--- src/rtl/e203_defines.sv ---
// ============================================================================
// Module : e203_defines
// Brief  : Shared core-wide widths and depths used by the EXU long-pipe logic.
// Rev    : 1.0  initial release
// ============================================================================
`default_nettype none

package e203_defines;

  localparam int E203_OITF_DEPTH  = 2;
  localparam int E203_ITAG_WIDTH  = 1;
  localparam int E203_RFIDX_WIDTH = 5;
  localparam int E203_PC_SIZE     = 32;

endpackage

`default_nettype wire

--- src/rtl/e203_exu_oitf_entry.sv ---
// ============================================================================
// Module : e203_exu_oitf_entry
// Brief  : One OITF slot: valid bit, rd payload and PC, plus hazard compare
//          against the three source operands and the destination of the
//          instruction currently at dispatch (index 0..2 = rs1..rs3, 3 = rd).
// Rev    : 1.0  initial release
// ============================================================================
`default_nettype none

module e203_exu_oitf_entry
  import e203_defines::*;
#(
  parameter int RFIDX_W = E203_RFIDX_WIDTH,
  parameter int PC_W    = E203_PC_SIZE
) (
  input  logic                    clk,
  input  logic                    rst_n,
  input  logic                    set,
  input  logic                    clr,
  input  logic                    set_rdwen,
  input  logic [RFIDX_W-1:0]      set_rdidx,
  input  logic                    set_rdfpu,
  input  logic [PC_W-1:0]         set_pc,
  output logic                    rdwen,
  output logic [RFIDX_W-1:0]      rdidx,
  output logic                    rdfpu,
  output logic [PC_W-1:0]         pc,
  input  logic [3:0]              cmp_en,
  input  logic [3:0][RFIDX_W-1:0] cmp_idx,
  input  logic [3:0]              cmp_fpu,
  output logic [3:0]              match
);

  localparam int c_pay_w = 1 + RFIDX_W + 1 + PC_W;

  logic               r_vld;
  logic               w_vld_lden;
  logic               w_vld_nxt;
  logic [c_pay_w-1:0] w_pay_nxt;
  logic [c_pay_w-1:0] r_pay;

  // Set and clear never target the same slot in one cycle (only possible
  // when the FIFO is empty or full, where one of them is blocked).
  assign w_vld_lden = set | clr;
  assign w_vld_nxt  = set;

  sirv_gnrl_dfflr #(.DW(1)) u_vld (
    .lden  (w_vld_lden),
    .dnxt  (w_vld_nxt),
    .qout  (r_vld),
    .clk   (clk),
    .rst_n (rst_n)
  );

  assign w_pay_nxt = {set_rdwen, set_rdidx, set_rdfpu, set_pc};

  // Payload is left stale on retire; only the valid bit gates matching.
  sirv_gnrl_dfflr #(.DW(c_pay_w)) u_pay (
    .lden  (set),
    .dnxt  (w_pay_nxt),
    .qout  (r_pay),
    .clk   (clk),
    .rst_n (rst_n)
  );

  assign {rdwen, rdidx, rdfpu, pc} = r_pay;

  genvar k;
  generate
    for (k = 0; k < 4; k++) begin : g_cmp
      assign match[k] = cmp_en[k] & r_vld & rdwen
                      & (rdidx == cmp_idx[k]) & (rdfpu == cmp_fpu[k]);
    end
  endgenerate

endmodule

`default_nettype wire

--- src/rtl/sirv_gnrl_dfflr.sv ---
// ============================================================================
// Module : sirv_gnrl_dfflr
// Brief  : General D flip-flop with load enable and async active-low reset to 0.
// Rev    : 1.0  initial release
// ============================================================================
`default_nettype none

module sirv_gnrl_dfflr #(
  parameter int DW = 32
) (
  input  logic          lden,
  input  logic [DW-1:0] dnxt,
  output logic [DW-1:0] qout,
  input  logic          clk,
  input  logic          rst_n
);

  logic [DW-1:0] r_q;

  // Hold unless loaded; reset clears to zero
  always_ff @(posedge clk or negedge rst_n) begin
    if (!rst_n)    r_q <= '0;
    else if (lden) r_q <= dnxt;
  end

  assign qout = r_q;

endmodule

`default_nettype wire

--- src/rtl/e203_exu_longp_oitf.sv ---
// ============================================================================
// Module : e203_exu_longp_oitf
// Brief  : Outstanding Instruction Track FIFO for long-pipe instructions.
//          Allocates an itag per dispatch, presents the oldest entry for
//          write-back retirement, and reports RAW/WAW hazards to dispatch.
// Rev    : 1.0  initial release
// ============================================================================
`default_nettype none

module e203_exu_longp_oitf
  import e203_defines::*;
#(
  parameter int OITF_DEPTH = E203_OITF_DEPTH,
  parameter int PTR_W      = E203_ITAG_WIDTH,
  parameter int RFIDX_W    = E203_RFIDX_WIDTH,
  parameter int PC_W       = E203_PC_SIZE
) (
  input  logic               clk,
  input  logic               rst_n,
  input  logic               dis_ena,
  output logic               dis_ready,
  output logic [PTR_W-1:0]   dis_ptr,
  input  logic               disp_i_rdwen,
  input  logic [RFIDX_W-1:0] disp_i_rdidx,
  input  logic               disp_i_rdfpu,
  input  logic [PC_W-1:0]    disp_i_pc,
  input  logic               disp_i_rs1en,
  input  logic               disp_i_rs2en,
  input  logic               disp_i_rs3en,
  input  logic [RFIDX_W-1:0] disp_i_rs1idx,
  input  logic [RFIDX_W-1:0] disp_i_rs2idx,
  input  logic [RFIDX_W-1:0] disp_i_rs3idx,
  input  logic               disp_i_rs1fpu,
  input  logic               disp_i_rs2fpu,
  input  logic               disp_i_rs3fpu,
  output logic               oitfrd_match_disprs1,
  output logic               oitfrd_match_disprs2,
  output logic               oitfrd_match_disprs3,
  output logic               oitfrd_match_disprd,
  input  logic               ret_ena,
  output logic [PTR_W-1:0]   ret_ptr,
  output logic [RFIDX_W-1:0] ret_rdidx,
  output logic [PC_W-1:0]    ret_pc,
  output logic               ret_rdwen,
  output logic               ret_rdfpu,
  output logic               oitf_empty
);

  localparam logic [PTR_W-1:0] c_last_idx = PTR_W'(OITF_DEPTH - 1);

  logic [PTR_W-1:0] r_wr_ptr, r_rd_ptr;
  logic             r_wr_flg, r_rd_flg;
  logic [PTR_W-1:0] w_wr_ptr_nxt, w_rd_ptr_nxt;
  logic             w_wr_flg_nxt, w_rd_flg_nxt;
  logic             w_full, w_empty, w_dis_fire, w_ret_fire;

  // Full/empty come from registered pointers only, so a same-cycle retire
  // never opens a slot for a same-cycle dispatch.
  assign w_empty    = (r_wr_ptr == r_rd_ptr) & (r_wr_flg == r_rd_flg);
  assign w_full     = (r_wr_ptr == r_rd_ptr) & (r_wr_flg != r_rd_flg);
  assign w_dis_fire = dis_ena & ~w_full;
  assign w_ret_fire = ret_ena & ~w_empty;

  assign w_wr_ptr_nxt = (r_wr_ptr == c_last_idx) ? '0 : r_wr_ptr + 1'b1;
  assign w_wr_flg_nxt = r_wr_flg ^ (r_wr_ptr == c_last_idx);
  assign w_rd_ptr_nxt = (r_rd_ptr == c_last_idx) ? '0 : r_rd_ptr + 1'b1;
  assign w_rd_flg_nxt = r_rd_flg ^ (r_rd_ptr == c_last_idx);

  sirv_gnrl_dfflr #(.DW(PTR_W + 1)) u_wr_ptr (
    .lden  (w_dis_fire),
    .dnxt  ({w_wr_flg_nxt, w_wr_ptr_nxt}),
    .qout  ({r_wr_flg, r_wr_ptr}),
    .clk   (clk),
    .rst_n (rst_n)
  );

  sirv_gnrl_dfflr #(.DW(PTR_W + 1)) u_rd_ptr (
    .lden  (w_ret_fire),
    .dnxt  ({w_rd_flg_nxt, w_rd_ptr_nxt}),
    .qout  ({r_rd_flg, r_rd_ptr}),
    .clk   (clk),
    .rst_n (rst_n)
  );

  // Operand slot order shared with every entry: rs1, rs2, rs3, rd
  logic [3:0]              w_cmp_en;
  logic [3:0][RFIDX_W-1:0] w_cmp_idx;
  logic [3:0]              w_cmp_fpu;

  assign w_cmp_en  = {disp_i_rdwen,  disp_i_rs3en,  disp_i_rs2en,  disp_i_rs1en};
  assign w_cmp_idx = {disp_i_rdidx,  disp_i_rs3idx, disp_i_rs2idx, disp_i_rs1idx};
  assign w_cmp_fpu = {disp_i_rdfpu,  disp_i_rs3fpu, disp_i_rs2fpu, disp_i_rs1fpu};

  logic               w_ent_rdwen [OITF_DEPTH];
  logic [RFIDX_W-1:0] w_ent_rdidx [OITF_DEPTH];
  logic               w_ent_rdfpu [OITF_DEPTH];
  logic [PC_W-1:0]    w_ent_pc    [OITF_DEPTH];
  logic [3:0]         w_ent_match [OITF_DEPTH];

  genvar i;
  generate
    for (i = 0; i < OITF_DEPTH; i++) begin : g_entry
      e203_exu_oitf_entry #(
        .RFIDX_W (RFIDX_W),
        .PC_W    (PC_W)
      ) u_entry (
        .clk       (clk),
        .rst_n     (rst_n),
        .set       (w_dis_fire & (r_wr_ptr == PTR_W'(i))),
        .clr       (w_ret_fire & (r_rd_ptr == PTR_W'(i))),
        .set_rdwen (disp_i_rdwen),
        .set_rdidx (disp_i_rdidx),
        .set_rdfpu (disp_i_rdfpu),
        .set_pc    (disp_i_pc),
        .rdwen     (w_ent_rdwen[i]),
        .rdidx     (w_ent_rdidx[i]),
        .rdfpu     (w_ent_rdfpu[i]),
        .pc        (w_ent_pc[i]),
        .cmp_en    (w_cmp_en),
        .cmp_idx   (w_cmp_idx),
        .cmp_fpu   (w_cmp_fpu),
        .match     (w_ent_match[i])
      );
    end
  endgenerate

  logic [3:0] w_match_any;

  // OR the per-entry hazard hits across all slots
  always_comb begin
    w_match_any = '0;
    for (int j = 0; j < OITF_DEPTH; j++) begin
      w_match_any = w_match_any | w_ent_match[j];
    end
  end

  assign oitfrd_match_disprs1 = w_match_any[0];
  assign oitfrd_match_disprs2 = w_match_any[1];
  assign oitfrd_match_disprs3 = w_match_any[2];
  assign oitfrd_match_disprd  = w_match_any[3];

  assign dis_ready  = ~w_full;
  assign dis_ptr    = r_wr_ptr;
  assign ret_ptr    = r_rd_ptr;
  assign oitf_empty = w_empty;

  // Oldest entry is read straight out of its slot; itag equals slot index
  assign ret_rdwen = w_ent_rdwen[r_rd_ptr];
  assign ret_rdidx = w_ent_rdidx[r_rd_ptr];
  assign ret_rdfpu = w_ent_rdfpu[r_rd_ptr];
  assign ret_pc    = w_ent_pc[r_rd_ptr];

`ifdef E203_OITF_PROTOCOL_CHECKS
`ifndef SYNTHESIS
  // Upstream handshakes are expected to respect oitf_empty and dis_ready;
  // the FIFO ignores violations, these checks make them visible.
  always_ff @(posedge clk) begin
    if (rst_n) begin
      assert (!(ret_ena && w_empty)) else $error("oitf: retire while empty");
      assert (!(dis_ena && w_full))  else $error("oitf: dispatch while full");
    end
  end
`endif
`endif

endmodule

`default_nettype wire

--- config.mk ---
export PLATFORM = sky130hd
export DESIGN_NAME = e203_exu_longp_oitf
export DESIGN_NICKNAME = d
export VERILOG_FILES = /design/src/rtl/e203_defines.sv /design/src/rtl/e203_exu_oitf_entry.sv /design/src/rtl/sirv_gnrl_dfflr.sv /design/src/rtl/e203_exu_longp_oitf.sv
export SDC_FILE = /design/constraint.sdc
export NUM_CORES = 1
export LEC_CHECK = 0
export BUFFER_PORTS_ARGS = -buffer_cell sky130_fd_sc_hd__buf_2
export CAP_MARGIN = 20
export CELL_PAD_IN_SITES_DETAIL_PLACEMENT = 1
export CELL_PAD_IN_SITES_GLOBAL_PLACEMENT = 2
export CORE_MARGIN = 4
export CORE_UTILIZATION = 35
export CTS_CLUSTER_DIAMETER = 100
export DETAILED_ROUTE_END_ITERATION = 12
export PLACE_DENSITY_LB_ADDON = 0.1
export SLEW_MARGIN = 20
export SYNTH_ARGS = -nofsm -noshare
export SYNTH_HDL_FRONTEND = slang
export SYNTH_SLANG_ARGS = --single-unit
--- constraint.sdc ---
create_clock -name clk -period 3.8 [get_ports clk]
set_clock_uncertainty 0.2 [all_clocks]
set_input_delay 0.19 -clock clk [delete_from_list [all_inputs] [get_ports clk]]
set_output_delay 0.19 -clock clk [all_outputs]
set_load 0.005 [all_outputs]
==> results of run 1 <==
sequential cells by signal (all words and copies together), names as in the netlist:
name	flops
u_rd_ptr.qout	2
g_entry.u_entry.u_vld.qout	2
u_wr_ptr.qout	2
g_entry.u_entry.u_pay.qout	78
path summary, 6_finish.rpt:
path,startpoint,to,depth (start not counted)
worst min register to register,g_entry[0].u_entry.u_pay.qout[17],g_entry[0].u_entry.u_pay.qout[17],1
min in group clk,g_entry[0].u_entry.u_pay.qout[17],g_entry[0].u_entry.u_pay.qout[17],1
worst min-delay path,rst_n,g_entry[0].u_entry.u_pay.qout[33],2
max in group asynchronous,rst_n,g_entry[0].u_entry.u_pay.qout[37],3
worst max-delay path,g_entry[0].u_entry.u_pay.qout[37],oitfrd_match_disprs1,5
worst max register to register,u_wr_ptr.qout[1],g_entry[0].u_entry.u_pay.qout[14],4
metrics by stage:
step,area (sq um),setup slack (ns),utilization [%],std cells,hold slack (ns)
2_1_floorplan,4449,2.052,-,318,-0.3056
3_3_place_gp,5091,1.565,41.69,576,0.1236
3_5_place_dp,5091,1.503,41.69,576,0.1271
4_1_cts,5752,1.359,47.10,631,0.2971
5_1_grt,5752,1.296,47.10,631,0.3211
6_report,5752,1.395,47.10,631,0.2739
timing repair:
action,in CTS,in global routing
hold endpoints to repair,139,0
endpoints found under the setup margin,0,0
hold buffers,42,0
setup buffers,0,0
final cells by class:
cell class | count | area [sq um] | area share [%]
Multi-Input combinational cell | 209 | 2187 | 38.02
Sequential cell | 84 | 2103 | 36.57
Timing Repair Buffer | 157 | 1011 | 17.58
Clock buffer | 13 | 240.2 | 4.177
Tap cell | 168 | 210.2 | 3.655
cell families after synthesis:
| kind of cell | Yosys count | share of synthesized area [%] |
|---|---|---|
| mux | 117 | 32.82 |
| flops | 84 | 47.24 |
| xor+xnor | 54 | 10.80 |
| simple gates | 27 | 3.347 |
| buf+inv | 25 | 3.599 |
| compound gates | 11 | 2.194 |
cell usage in the layout, fill, tap and decap left out, types with 3 or more instances in the layout:
master and instances:
o21ai_0 3, buf_2 109, mux2_1 3, nand2_1 4, buf_4 6, clkbuf_16 9
nand3_1 8, xor2_1 21, o41ai_1 4, dlygate4sd3_1 42, xnor2_1 32, nor4_1 3
clkbuf_1 4, mux2_2 76, mux2_4 38, nand4_1 8, dfrtp_1 83
power groups by stage:
stage / clock [uW] / combinational (uW) / sequential, uW
6_report: 756 / 2330 / 1790
4_1_cts: 790 / 2390 / 1800
3_3_place_gp: 0 / 2310 / 1790
2_1_floorplan: 0 / 1880 / 1540
3_5_place_dp: 0 / 2350 / 1800
5_1_grt: 826 / 2550 / 1870
critical path: stages, from the launching register on:
cell	delay [ns]
dfrtp_1	0.47
xnor2_1	0.27
nand4_1	0.16
or4_1	0.54
o41ai_1	0.07
buf_2	0.17
metal layers:
metal,vias up,wire (um),GRT usage (%)
met3,18,570,4.864
met4,0,183,4.674
met2,70,5609,27.56
li1,1394,-,-
met5,-,0,0
met1,1490,4902,19.97
==> impl_metrics.prom, run 1 <==
# TYPE chip_impl_metric gauge
chip_impl_metric{name="cellPowerDensity",unit="mW/mm^2"} 848.4
chip_impl_metric{name="drc",unit=""} 0
chip_impl_metric{name="initialDrtViolationCount",unit=""} 64
chip_impl_metric{name="setup_violations",unit=""} 0
chip_impl_metric{name="synth-seq-area-share",unit="%"} 47.24
chip_impl_metric{name="detailedPlacementHpwl",unit="mm"} 7.619
chip_impl_metric{name="comb_power_share",unit="%"} 47.8
chip_impl_metric{name="grt_first_pass_wirelength",unit="mm"} 18.37
chip_impl_info{name="root_buffer",value="clkbuf_16"} 1
chip_impl_metric{name="critPathArrivalTime",unit="ns"} 2.01
chip_impl_metric{name="first_global_vias",unit=""} 3417
chip_impl_metric{name="required",unit="ns"} 3.41
chip_impl_metric{name="power_leakage",unit="uW"} 0.002568
chip_impl_info{name="worst_hold_path_type",value="primary input to asynchronous set/reset pin"} 1
chip_impl_metric{name="area_growth",unit="%"} 29.27
chip_impl_metric{name="effective_utilization_at_floorplan",unit="%"} 36.43
chip_impl_metric{name="max_freq",unit="MHz"} 415.8
chip_impl_metric{name="floorplan.core_area",unit="sq mm"} 0.01221
chip_impl_metric{name="cap_viol_max_count",unit=""} 0
chip_impl_metric{name="antenna_violating_nets_post_route",unit=""} 0
chip_impl_metric{name="setup-tns-final",unit="ns"} 0
chip_impl_metric{name="synth_warnings",unit=""} 0
chip_impl_metric{name="r2r_setup_slack",unit="ns"} 1.55
chip_impl_info{name="timing_worst_setup_path_type",value="flip-flop to output port"} 1
chip_impl_metric{name="synth-edff-count",unit=""} 0
chip_impl_metric{name="wl",unit="mm"} 11.27
chip_impl_metric{name="clkPwrFrac",unit="%"} 15.5
chip_impl_metric{name="nNetsFinal",unit=""} 525
chip_impl_metric{name="floorplan.die_area",unit="sq mm"} 0.01458
chip_impl_metric{name="ioPinCount",unit=""} 111
chip_impl_metric{name="detail_route.first_pass.iterations",unit=""} 4
chip_impl_metric{name="postSynthCellCount",unit=""} 318
chip_impl_metric{name="num_vias",unit=""} 2972
chip_impl_metric{name="sum_of_overflow_across_all_layers_after_global_routing",unit=""} 0
chip_impl_metric{name="clock_tree.buffer_depth",unit=""} 2
chip_impl_metric{name="critical_path.max_fanout",unit=""} 6
chip_impl_metric{name="ys_seq_elements",unit=""} 84
chip_impl_metric{name="gp_congestion",unit=""} 0.7789
chip_impl_metric{name="grt_start_max_net_pins",unit=""} 61
chip_impl_metric{name="wire_per_inst",unit="um"} 17.85
chip_impl_metric{name="synth_nets",unit=""} 382
chip_impl_metric{name="grt.total_usage",unit="%"} 16.23
chip_impl_metric{name="period_needed",unit="ns"} 2.405
chip_impl_metric{name="netSwitchingPower",unit="uW"} 1658
chip_impl_metric{name="synth_top_cell_area_share",unit="%"} 47.24
chip_impl_metric{name="fin_crit_sh",unit="%"} 63.28
chip_impl_metric{name="postCtsResizedCells",unit=""} 0
chip_impl_metric{name="power.sequential.fraction",unit="%"} 36.7
chip_impl_metric{name="clk-insertion-delay-late",unit="ns"} 0.34
chip_impl_metric{name="die_x_extent",unit="um"} 120.8
chip_impl_info{name="worst_setup_path_start_kind",value="flip-flop"} 1
chip_impl_metric{name="cts_made_buffers",unit=""} 9
chip_impl_metric{name="total_power",unit="uW"} 4880
chip_impl_metric{name="switching_share",unit="%"} 33.97
chip_impl_info{name="rsz0062_at_grt",value="no"} 1
chip_impl_info{name="tritoncts",value="done"} 1
chip_impl_metric{name="post_synthesis_async_set_or_reset_flop_share",unit="%"} 100.0
chip_impl_metric{name="h-tree-depth",unit=""} 3
chip_impl_metric{name="power_report.internal_total",unit="uW"} 3222
chip_impl_metric{name="clock-sinks",unit=""} 84
chip_impl_info{name="ys.flop_type",value="dfrtp_1"} 1
chip_impl_metric{name="slew-limit-headroom",unit="%"} 48.50
chip_impl_metric{name="die-height",unit="um"} 120.8
chip_impl_metric{name="fillers",unit=""} 1315
chip_impl_metric{name="fraction_of_final_layout_cells_sized_beyond_drive_strength_1",unit="%"} 52.27
chip_impl_info{name="synth.top_cells.by_count",value="dfrtp_1 (84), mux2_2 (76), mux2_4 (38)"} 1
chip_impl_info{name="netlist.top_cell.by_area",value="dfrtp_1"} 1
chip_impl_metric{name="synth_area_per_cell",unit="sq um"} 13.99
chip_impl_metric{name="timing_max_transition_violations_final",unit=""} 0
chip_impl_metric{name="report.final.hold_viol_count",unit=""} 0
chip_impl_metric{name="buffer_ports.inserted",unit=""} 110
chip_impl_metric{name="number_of_distinct_standard_cells_referenced_by_the_synthesized_netlist",unit=""} 24
chip_impl_metric{name="antennaDiodeCount",unit=""} 0
chip_impl_metric{name="worst_path_clk_slew",unit="ns"} 0.05
chip_impl_metric{name="synth.cell_area",unit="sq mm"} 0.004449
chip_impl_info{name="top_cells_by_area_in_the_synthesized_netlist",value="dfrtp_1 (47%), mux2_2 (19%), mux2_4 (13%)"} 1
chip_impl_metric{name="vdd.ir_drop.worst",unit="mV"} 0.3910
chip_impl_info{name="status",value="finished clean"} 1
chip_impl_metric{name="antenna_found_initial",unit=""} 0
chip_impl_info{name="end_kind",value="output port"} 1
chip_impl_info{name="dominant_cell_by_count_in_the_synthesized_netlist",value="dfrtp_1"} 1
chip_impl_metric{name="avgViaCountPerCell",unit=""} 4.710
chip_impl_metric{name="floorplan.rows",unit=""} 40
chip_impl_metric{name="timing_worst_slew_pin_value",unit="ns"} 0.7725
(Power assumes the default switching activity.)
==> run 2: changes to the inputs <==
- CORE_UTILIZATION: 35 -> 32
- clock period: 3.8 -> 2.2 ns (I/O delays scaled with it)
==> run 2 against run 1 <==
  * Sequential power grew 71%
  * Critical path depth is the same
  * Setup slack lost 1.3 ns
  * Hold slack lost 0.17 ns
  * Global-route usage shrank 1.2 points
  * Clock-buffer cell count shrank 1
  * Utilization shrank 2.5 points
  * Final cell count grew 3.2%
  * First-iteration DRC count grew 50%
  * Critical endpoint unchanged
==> impl_metrics.prom, run 2 (synthesis gave the netlist of run 1 again) <==
# TYPE chip_impl_metric gauge
chip_impl_info{name="status",value="finished clean"} 1
chip_impl_metric{name="met2_wirelength",unit="mm"} 5.286
chip_impl_metric{name="antennaDiodeCount",unit=""} 0
chip_impl_metric{name="layoutNonFillerInstCount",unit=""} 651
chip_impl_metric{name="grt_start_max_net_pins",unit=""} 40
chip_impl_metric{name="required",unit="ns"} 1.89
chip_impl_metric{name="critPathArrivalTime",unit="ns"} 1.81
chip_impl_info{name="worst_setup_path_start_kind",value="flip-flop"} 1
chip_impl_metric{name="grt.total_usage",unit="%"} 15.03
chip_impl_metric{name="largest_reg_flops",unit=""} 78
chip_impl_metric{name="preCtsSetupSlack",unit="ns"} 0.3033
chip_impl_metric{name="power_leakage",unit="uW"} 0.002693
chip_impl_metric{name="clock_tree.buffer_depth",unit=""} 2
chip_impl_metric{name="initialDrtViolationCount",unit=""} 96
chip_impl_metric{name="antenna_violating_nets_post_route",unit=""} 0
chip_impl_metric{name="drc",unit=""} 0
chip_impl_metric{name="timing_max_transition_violations_final",unit=""} 0
chip_impl_metric{name="cts_made_buffers",unit=""} 9
chip_impl_metric{name="fillers",unit=""} 1413
chip_impl_metric{name="worst_path_clk_slew",unit="ns"} 0.06
chip_impl_metric{name="detailedPlacementHpwl",unit="mm"} 8.080
chip_impl_metric{name="cap_viol_max_count",unit=""} 0
chip_impl_metric{name="max_freq",unit="MHz"} 471.4
chip_impl_info{name="leading_cell_types_in_the_layout_fill_and_taps_excluded",value="buf_2 (109), dfrtp_1 (78), mux2_2 (76), dlygate4sd3_1 (42), mux2_4 (38)"} 1
chip_impl_metric{name="wire_per_inst",unit="um"} 17.43
chip_impl_metric{name="fraction_of_final_layout_cells_sized_beyond_drive_strength_1",unit="%"} 56.84
chip_impl_metric{name="clock-sinks",unit=""} 84
chip_impl_metric{name="placed_instances",unit=""} 589
chip_impl_metric{name="layout.core_utilization",unit="%"} 44.57
chip_impl_metric{name="num_vias",unit=""} 3000
chip_impl_metric{name="floorplan.core_area",unit="sq mm"} 0.01345
chip_impl_metric{name="cellPowerDensity",unit="mW/mm^2"} 1486
chip_impl_metric{name="nNetsFinal",unit=""} 534
chip_impl_info{name="end_kind",value="output port"} 1
chip_impl_info{name="rsz0062_at_grt",value="no"} 1
chip_impl_metric{name="fin_crit_sh",unit="%"} 96.43
chip_impl_info{name="rr_startpoint",value="u_wr_ptr.qout[1]"} 1
chip_impl_metric{name="vdd.ir_drop.worst",unit="mV"} 0.5032
chip_impl_metric{name="period_needed",unit="ns"} 2.122
chip_impl_metric{name="detail_route.first_pass.iterations",unit=""} 4
chip_impl_metric{name="die-height",unit="um"} 125.9
chip_impl_info{name="worst_hold_path_type",value="primary input to asynchronous set/reset pin"} 1
chip_impl_metric{name="gp_congestion",unit=""} 0.7956
chip_impl_metric{name="seqCellArea",unit="sq mm"} 0.002110
chip_impl_info{name="timing_worst_setup_path_type",value="flip-flop to output port"} 1
chip_impl_metric{name="critical_path.max_fanout",unit=""} 2
chip_impl_info{name="tritoncts",value="done"} 1
chip_impl_metric{name="setup_slack",unit="ns"} 0.07847
chip_impl_metric{name="h-tree-depth",unit=""} 3
chip_impl_metric{name="die_x_extent",unit="um"} 125.9
chip_impl_metric{name="dr_wl_met3",unit="um"} 586
chip_impl_metric{name="slew-limit-headroom",unit="%"} 64.04
chip_impl_metric{name="multi_input_area",unit="sq mm"} 0.002246
chip_impl_metric{name="first_global_vias",unit=""} 3448
chip_impl_metric{name="timing_worst_slew_pin_value",unit="ns"} 0.5394
chip_impl_metric{name="buffer_ports.inserted",unit=""} 110
chip_impl_metric{name="report.final.hold_viol_count",unit=""} 0
chip_impl_metric{name="ioPinCount",unit=""} 111
chip_impl_metric{name="avgViaCountPerCell",unit=""} 4.608
chip_impl_metric{name="wirelength_met1",unit="mm"} 5.329
chip_impl_metric{name="sum_of_overflow_across_all_layers_after_global_routing",unit=""} 0
chip_impl_metric{name="effective_utilization_at_floorplan",unit="%"} 33.07
chip_impl_metric{name="grt_first_pass_wirelength",unit="mm"} 18.98
chip_impl_info{name="root_buffer",value="clkbuf_16"} 1
chip_impl_info{name="layout.cells.most_common",value="buf_2"} 1
chip_impl_info{name="worst_setup_path_startpoint",value="g_entry[0].u_entry.u_pay.qout[37]"} 1
chip_impl_metric{name="antenna_found_initial",unit=""} 0
chip_impl_metric{name="clk-insertion-delay-late",unit="ns"} 0.34
chip_impl_metric{name="wl",unit="mm"} 11.35
chip_impl_metric{name="floorplan.die_area",unit="sq mm"} 0.01585
chip_impl_metric{name="floorplan.rows",unit=""} 42
chip_impl_metric{name="setup-tns-final",unit="ns"} 0
chip_impl_metric{name="setup_violations",unit=""} 0
chip_impl_info{name="routed.top_layer",value="met4"} 1
chip_impl_metric{name="area_growth",unit="%"} 34.76
run 2: cell count changes in the layout (fill, tap and decap cells not counted), moves of 2 or more:
cell,previous run,this run
clkinv_2,0,2
buf_12,0,3
o41ai_2,0,3
clkbuf_1,4,1
xnor2_2,0,4
o41ai_1,4,1
dfrtp_1,83,78
dfrtp_2,1,6
buf_4,6,12
xnor2_1,32,28
clkbuf_8,0,2
run 2: worst paths after layout:
check                                                    end  slack, ns  depth (start not counted)
max                                     oitfrd_match_disprs1       0.08                          5
min in group clk            g_entry[0].u_entry.u_pay.qout[7]       0.29                          1
max in group asynchronous  g_entry[0].u_entry.u_pay.qout[35]       1.01                          3
min                        g_entry[1].u_entry.u_pay.qout[31]        0.1                          2
max reg2reg                 g_entry[1].u_entry.u_pay.qout[5]       0.35                          4
min reg2reg                 g_entry[0].u_entry.u_pay.qout[7]       0.29                          1
run 2: power breakdown:
part / switching [uW] / leakage, uW / total [uW] / internal (uW)
logic: 1670 / 0.00156 / 4300 / 2630
registers: 691 / 0.000982 / 3060 / 2370
clock network: 617 / 0.000149 / 1560 / 938
run 2: worst max-delay path, cell delays in order, from the launching register on:
cell	delay [ns]
dfrtp_2	0.42
xnor2_2	0.15
nand4_1	0.13
or4_1	0.54
o41ai_2	0.07
buf_2	0.16
run 2: area by class of cell:
cell class	count	area share, %
multi-input cells	209	37.46
flip-flops and latches	84	35.18
repair buffers	166	18.61
clock buffers	12	4.278
well taps	176	3.673
clock inverters	4	0.7930
run 2: what timing repair did:
action | CTS | global route
setup buffers | 4 | 0
endpoints found under the hold margin | 119 | 0
endpoints found under the setup margin | 1 | 3
pin swaps | 0 | 5
gates resized for setup | 5 | 8
hold buffers | 42 | 0
run 2: layer usage:
layer	track usage, %	vias up
met5	0	-
met1	20.15	1501
met4	3.028	0
li1	-	1420
met2	24.10	69
met3	4.742	10
run 2: metrics by stage:
stage | area, sq um | total power [uW] | hold WS [ns]
6_report | 5996 | 8910 | 0.09968
5_1_grt | 5996 | 9576 | 0.1447
4_1_cts | 5943 | 9039 | 0.09900
3_5_place_dp | 5176 | 7273 | -0.07392
3_3_place_gp | 5176 | 7199 | -0.07223
2_1_floorplan | 4449 | 5910 | -0.3856
==> run 3: changes to the inputs <==
- ABC_AREA: default -> 1
- CORE_UTILIZATION: 32 -> 27
- HOLD_SLACK_MARGIN: default -> 0.03
==> run 3 against run 2 <==
  * Via count rose by 66%
  * Critical endpoint is now dis_ready
  * Sequential power is 4% lower
  * Area after synthesis is 8.8% higher
  * Non-clock buffer count is 1 higher
  * Power shrank 2.2%
  * Clock power rose by 4%
  * Critical path type unchanged
  * Design area is 4.9% higher
==> impl_metrics.prom, run 3 <==
# TYPE chip_impl_metric gauge
chip_impl_metric{name="worst_path_clk_slew",unit="ns"} 0.06
chip_impl_metric{name="place_area",unit="sq mm"} 0.005564
chip_impl_metric{name="postSynthCellCount",unit=""} 701
chip_impl_metric{name="ioPinCount",unit=""} 111
chip_impl_metric{name="cellPowerDensity",unit="mW/mm^2"} 1385
chip_impl_metric{name="die_x_extent",unit="um"} 141.9
chip_impl_metric{name="synth-edff-count",unit=""} 0
chip_impl_info{name="crit_family",value="buffers and inverters"} 1
chip_impl_metric{name="fillers",unit=""} 2187
chip_impl_metric{name="detailedPlacementHpwl",unit="mm"} 11.47
chip_impl_metric{name="detail_route.first_pass.iterations",unit=""} 4
chip_impl_info{name="dominant_cell_by_count_in_the_synthesized_netlist",value="nand2_1"} 1
chip_impl_metric{name="total_power",unit="uW"} 8712
chip_impl_metric{name="initialDrtViolationCount",unit=""} 257
chip_impl_metric{name="synth-adder-area-share",unit="%"} 0
chip_impl_metric{name="seqCellArea",unit="sq mm"} 0.002105
chip_impl_info{name="ys.flop_type",value="dfrtp_1"} 1
chip_impl_info{name="synth_top_family_by_area",value="simple AND/OR/NAND/NOR gates"} 1
chip_impl_info{name="series_of_cell_instances_along_the_critical_path",value="inv_1 -> nand2_1 -> nand2_1 -> nand2_2 -> buf_4 -> buf_2"} 1
chip_impl_metric{name="clk-insertion-delay-late",unit="ns"} 0.34
chip_impl_info{name="library_cell_appearing_most_often_on_the_critical_path",value="nand2_1"} 1
chip_impl_metric{name="largest_reg_flops",unit=""} 78
chip_impl_metric{name="power_leakage",unit="uW"} 0.003517
chip_impl_metric{name="sum_of_overflow_across_all_layers_after_global_routing",unit=""} 0
chip_impl_metric{name="clock_tree.buffer_depth",unit=""} 2
chip_impl_metric{name="grt.total_usage",unit="%"} 17.45
chip_impl_metric{name="clock-sinks",unit=""} 84
chip_impl_metric{name="grt_first_pass_wirelength",unit="mm"} 27.90
chip_impl_metric{name="die-height",unit="um"} 141.9
chip_impl_metric{name="post-cts-setup-buffers",unit=""} 0
chip_impl_metric{name="required",unit="ns"} 1.89
chip_impl_metric{name="number_of_distinct_standard_cells_referenced_by_the_synthesized_netlist",unit=""} 16
chip_impl_metric{name="synth_area_per_cell",unit="sq um"} 6.907
chip_impl_metric{name="synth.cell_area",unit="sq mm"} 0.004842
chip_impl_metric{name="nNetsFinal",unit=""} 890
chip_impl_info{name="root_buffer",value="clkbuf_16"} 1
chip_impl_metric{name="post_synthesis_xor_xnor_area_fraction",unit="%"} 4.703
chip_impl_metric{name="setup-tns-final",unit="ns"} 0
chip_impl_metric{name="synth_warnings",unit=""} 0
chip_impl_metric{name="synth-seq-area-share",unit="%"} 43.41
chip_impl_metric{name="antenna_violating_nets_post_route",unit=""} 0
chip_impl_metric{name="multi_input_area",unit="sq mm"} 0.002327
chip_impl_metric{name="setup_violations",unit=""} 0
chip_impl_metric{name="timing.critical_path.slowest_cell_delay",unit="ns"} 0.42
chip_impl_metric{name="synthMuxAreaShare",unit="%"} 0
chip_impl_metric{name="fraction_of_final_layout_cells_sized_beyond_drive_strength_1",unit="%"} 17.81
chip_impl_metric{name="slew-limit-headroom",unit="%"} 57.22
chip_impl_metric{name="grt_start_max_net_pins",unit=""} 48
chip_impl_metric{name="timing_worst_slew_pin_value",unit="ns"} 0.6418
chip_impl_metric{name="critPathArrivalTime",unit="ns"} 1.70
chip_impl_metric{name="wire_per_inst",unit="um"} 15.88
chip_impl_info{name="tritoncts",value="done"} 1
chip_impl_metric{name="fin_crit_sh",unit="%"} 91.25
chip_impl_info{name="netlist.top_cell.by_area",value="dfrtp_1"} 1
chip_impl_metric{name="postCtsResizedCells",unit=""} 0
chip_impl_metric{name="cap_viol_max_count",unit=""} 0
chip_impl_metric{name="avgViaCountPerCell",unit=""} 4.706
chip_impl_metric{name="drc",unit=""} 0
chip_impl_metric{name="area_growth",unit="%"} 29.87
chip_impl_info{name="leading_cell_types_in_the_layout_fill_and_taps_excluded",value="nand2_1 (366), buf_2 (109), dfrtp_1 (82), nand4_1 (80), inv_1 (42)"} 1
chip_impl_info{name="timing.critical_path.slowest_stage_cell",value="buf_4"} 1
chip_impl_metric{name="antennaDiodeCount",unit=""} 0
chip_impl_metric{name="synth_top_cell_area_share",unit="%"} 43.41
chip_impl_metric{name="vdd.ir_drop.worst",unit="mV"} 0.5545
chip_impl_metric{name="first_global_vias",unit=""} 5246
chip_impl_metric{name="period_needed",unit="ns"} 2.008
chip_impl_metric{name="stdcell_area",unit="sq mm"} 0.006289
chip_impl_metric{name="gp_congestion",unit=""} 0.7534
chip_impl_metric{name="antenna_found_initial",unit=""} 0
chip_impl_info{name="rsz0062_at_grt",value="no"} 1
chip_impl_metric{name="hold_slack",unit="ns"} 0.06071
chip_impl_metric{name="post_synthesis_async_set_or_reset_flop_share",unit="%"} 100.0
chip_impl_metric{name="cts-hold-fix-buffers",unit=""} 41
chip_impl_metric{name="max_freq",unit="MHz"} 498.1
chip_impl_metric{name="h-tree-depth",unit=""} 3
chip_impl_metric{name="post_synth_and_or_nand_nor_area_fraction",unit="%"} 42.07
chip_impl_metric{name="floorplan.core_area",unit="sq mm"} 0.01742
chip_impl_info{name="status",value="finished clean"} 1
chip_impl_info{name="synth.top_cells.by_count",value="nand2_1 (367), dfrtp_1 (84), nand4_1 (80)"} 1
chip_impl_metric{name="report.final.hold_viol_count",unit=""} 0
chip_impl_metric{name="timing_max_transition_violations_final",unit=""} 0
chip_impl_info{name="top_cells_by_area_in_the_synthesized_netlist",value="dfrtp_1 (43%), nand2_1 (28%), nand4_1 (10%)"} 1
chip_impl_info{name="worst_setup_path_start_kind",value="flip-flop"} 1
chip_impl_metric{name="effective_utilization_at_floorplan",unit="%"} 27.80
chip_impl_metric{name="buffer_ports.inserted",unit=""} 110
chip_impl_metric{name="floorplan.die_area",unit="sq mm"} 0.02014
chip_impl_metric{name="wl",unit="mm"} 16.77
chip_impl_metric{name="compound_cell_area_share_of_the_yosys_netlist",unit="%"} 1.137
chip_impl_info{name="timing_worst_setup_path_type",value="flip-flop to output port"} 1
chip_impl_info{name="worst_hold_path_type",value="primary input to flip-flop"} 1
chip_impl_metric{name="num_vias",unit=""} 4970
chip_impl_metric{name="critical_path.max_fanout",unit=""} 43
chip_impl_info{name="end_kind",value="output port"} 1
chip_impl_metric{name="cp_num_buf_inv",unit=""} 3
chip_impl_metric{name="synth_nets",unit=""} 765
chip_impl_metric{name="floorplan.rows",unit=""} 48
chip_impl_metric{name="cts_made_buffers",unit=""} 9
chip_impl_metric{name="ys_seq_elements",unit=""} 84
chip_impl_info{name="layout.cells.most_common",value="nand2_1"} 1
## run 3: changes by cell type after synthesis, moves of 7 or more
cell / delta
clkbuf_1: +17
nor2_1: +26
o21ai_0: +8
nand4_1: +72
buf_2: +7
xor2_1: -11
mux2_4: -38
inv_1: +42
nand2_1: +363
xnor2_1: -16
mux2_2: -76
## run 3: cells by family (layout without fill, tap and decap cells)
family,Yosys count,count (layout)
simple gates,483,483
flops,84,84
buf+inv,97,227
compound gates,11,11
xor+xnor,26,26
## run 3: cell type report
cell class / instances / area share, %
Clock buffer: 13 / 4.298
Clock inverter: 3 / 0.6964
Inverter: 44 / 2.626
Multi-Input combinational cell: 520 / 37.01
Sequential cell: 84 / 33.47
Tap cell: 225 / 4.477
Timing Repair Buffer: 167 / 17.43
## run 3: stage by stage
step	setup WS, ns	util [%]	instances
2_1_floorplan	0.6650	-	701
3_3_place_gp	0.5427	31.95	999
3_5_place_dp	0.4788	31.95	999
4_1_cts	0.1591	36.11	1056
5_1_grt	0.02762	36.11	1056
6_report	0.1925	36.11	1056
## run 3: worst min-delay path, cell delays in order
cell	delay, ns
buf_2	0.14
nand3_4	0.20
nand2_1	0.07
nand2_1	0.04
## run 3: where the power goes
group	switching (uW)	total [uW]	internal, uW	leakage (uW)
logic	2650	4160	1520	0.00232
clock network	642	1620	974	0.000156
registers	639	2930	2290	0.00104
## run 3: metal layers
metal  track usage (%)  wire, um  vias to the layer above
met1             23.14      7820                     2402
met3             3.101       724                       11
met4             5.202       182                        0
met2             29.21      8044                      104
met5                 0         0                        -
li1                  -         -                     2453
## run 3: final timing paths
path	start	endpoint	slack (ns)	cells after the start
setup reg to reg	u_rd_ptr.qout[1]	g_entry[0].u_entry.u_pay.qout[25]	0.50	8
setup / recovery	u_rd_ptr.qout[1]	dis_ready	0.19	6
hold reg to reg	g_entry[1].u_entry.u_pay.qout[1]	g_entry[1].u_entry.u_pay.qout[1]	0.27	2
hold / removal	dis_ena	g_entry[1].u_entry.u_pay.qout[11]	0.06	4
min in group asynchronous	rst_n	g_entry[1].u_entry.u_pay.qout[13]	0.11	2
max in group asynchronous	rst_n	g_entry[0].u_entry.u_pay.qout[4]	0.95	3
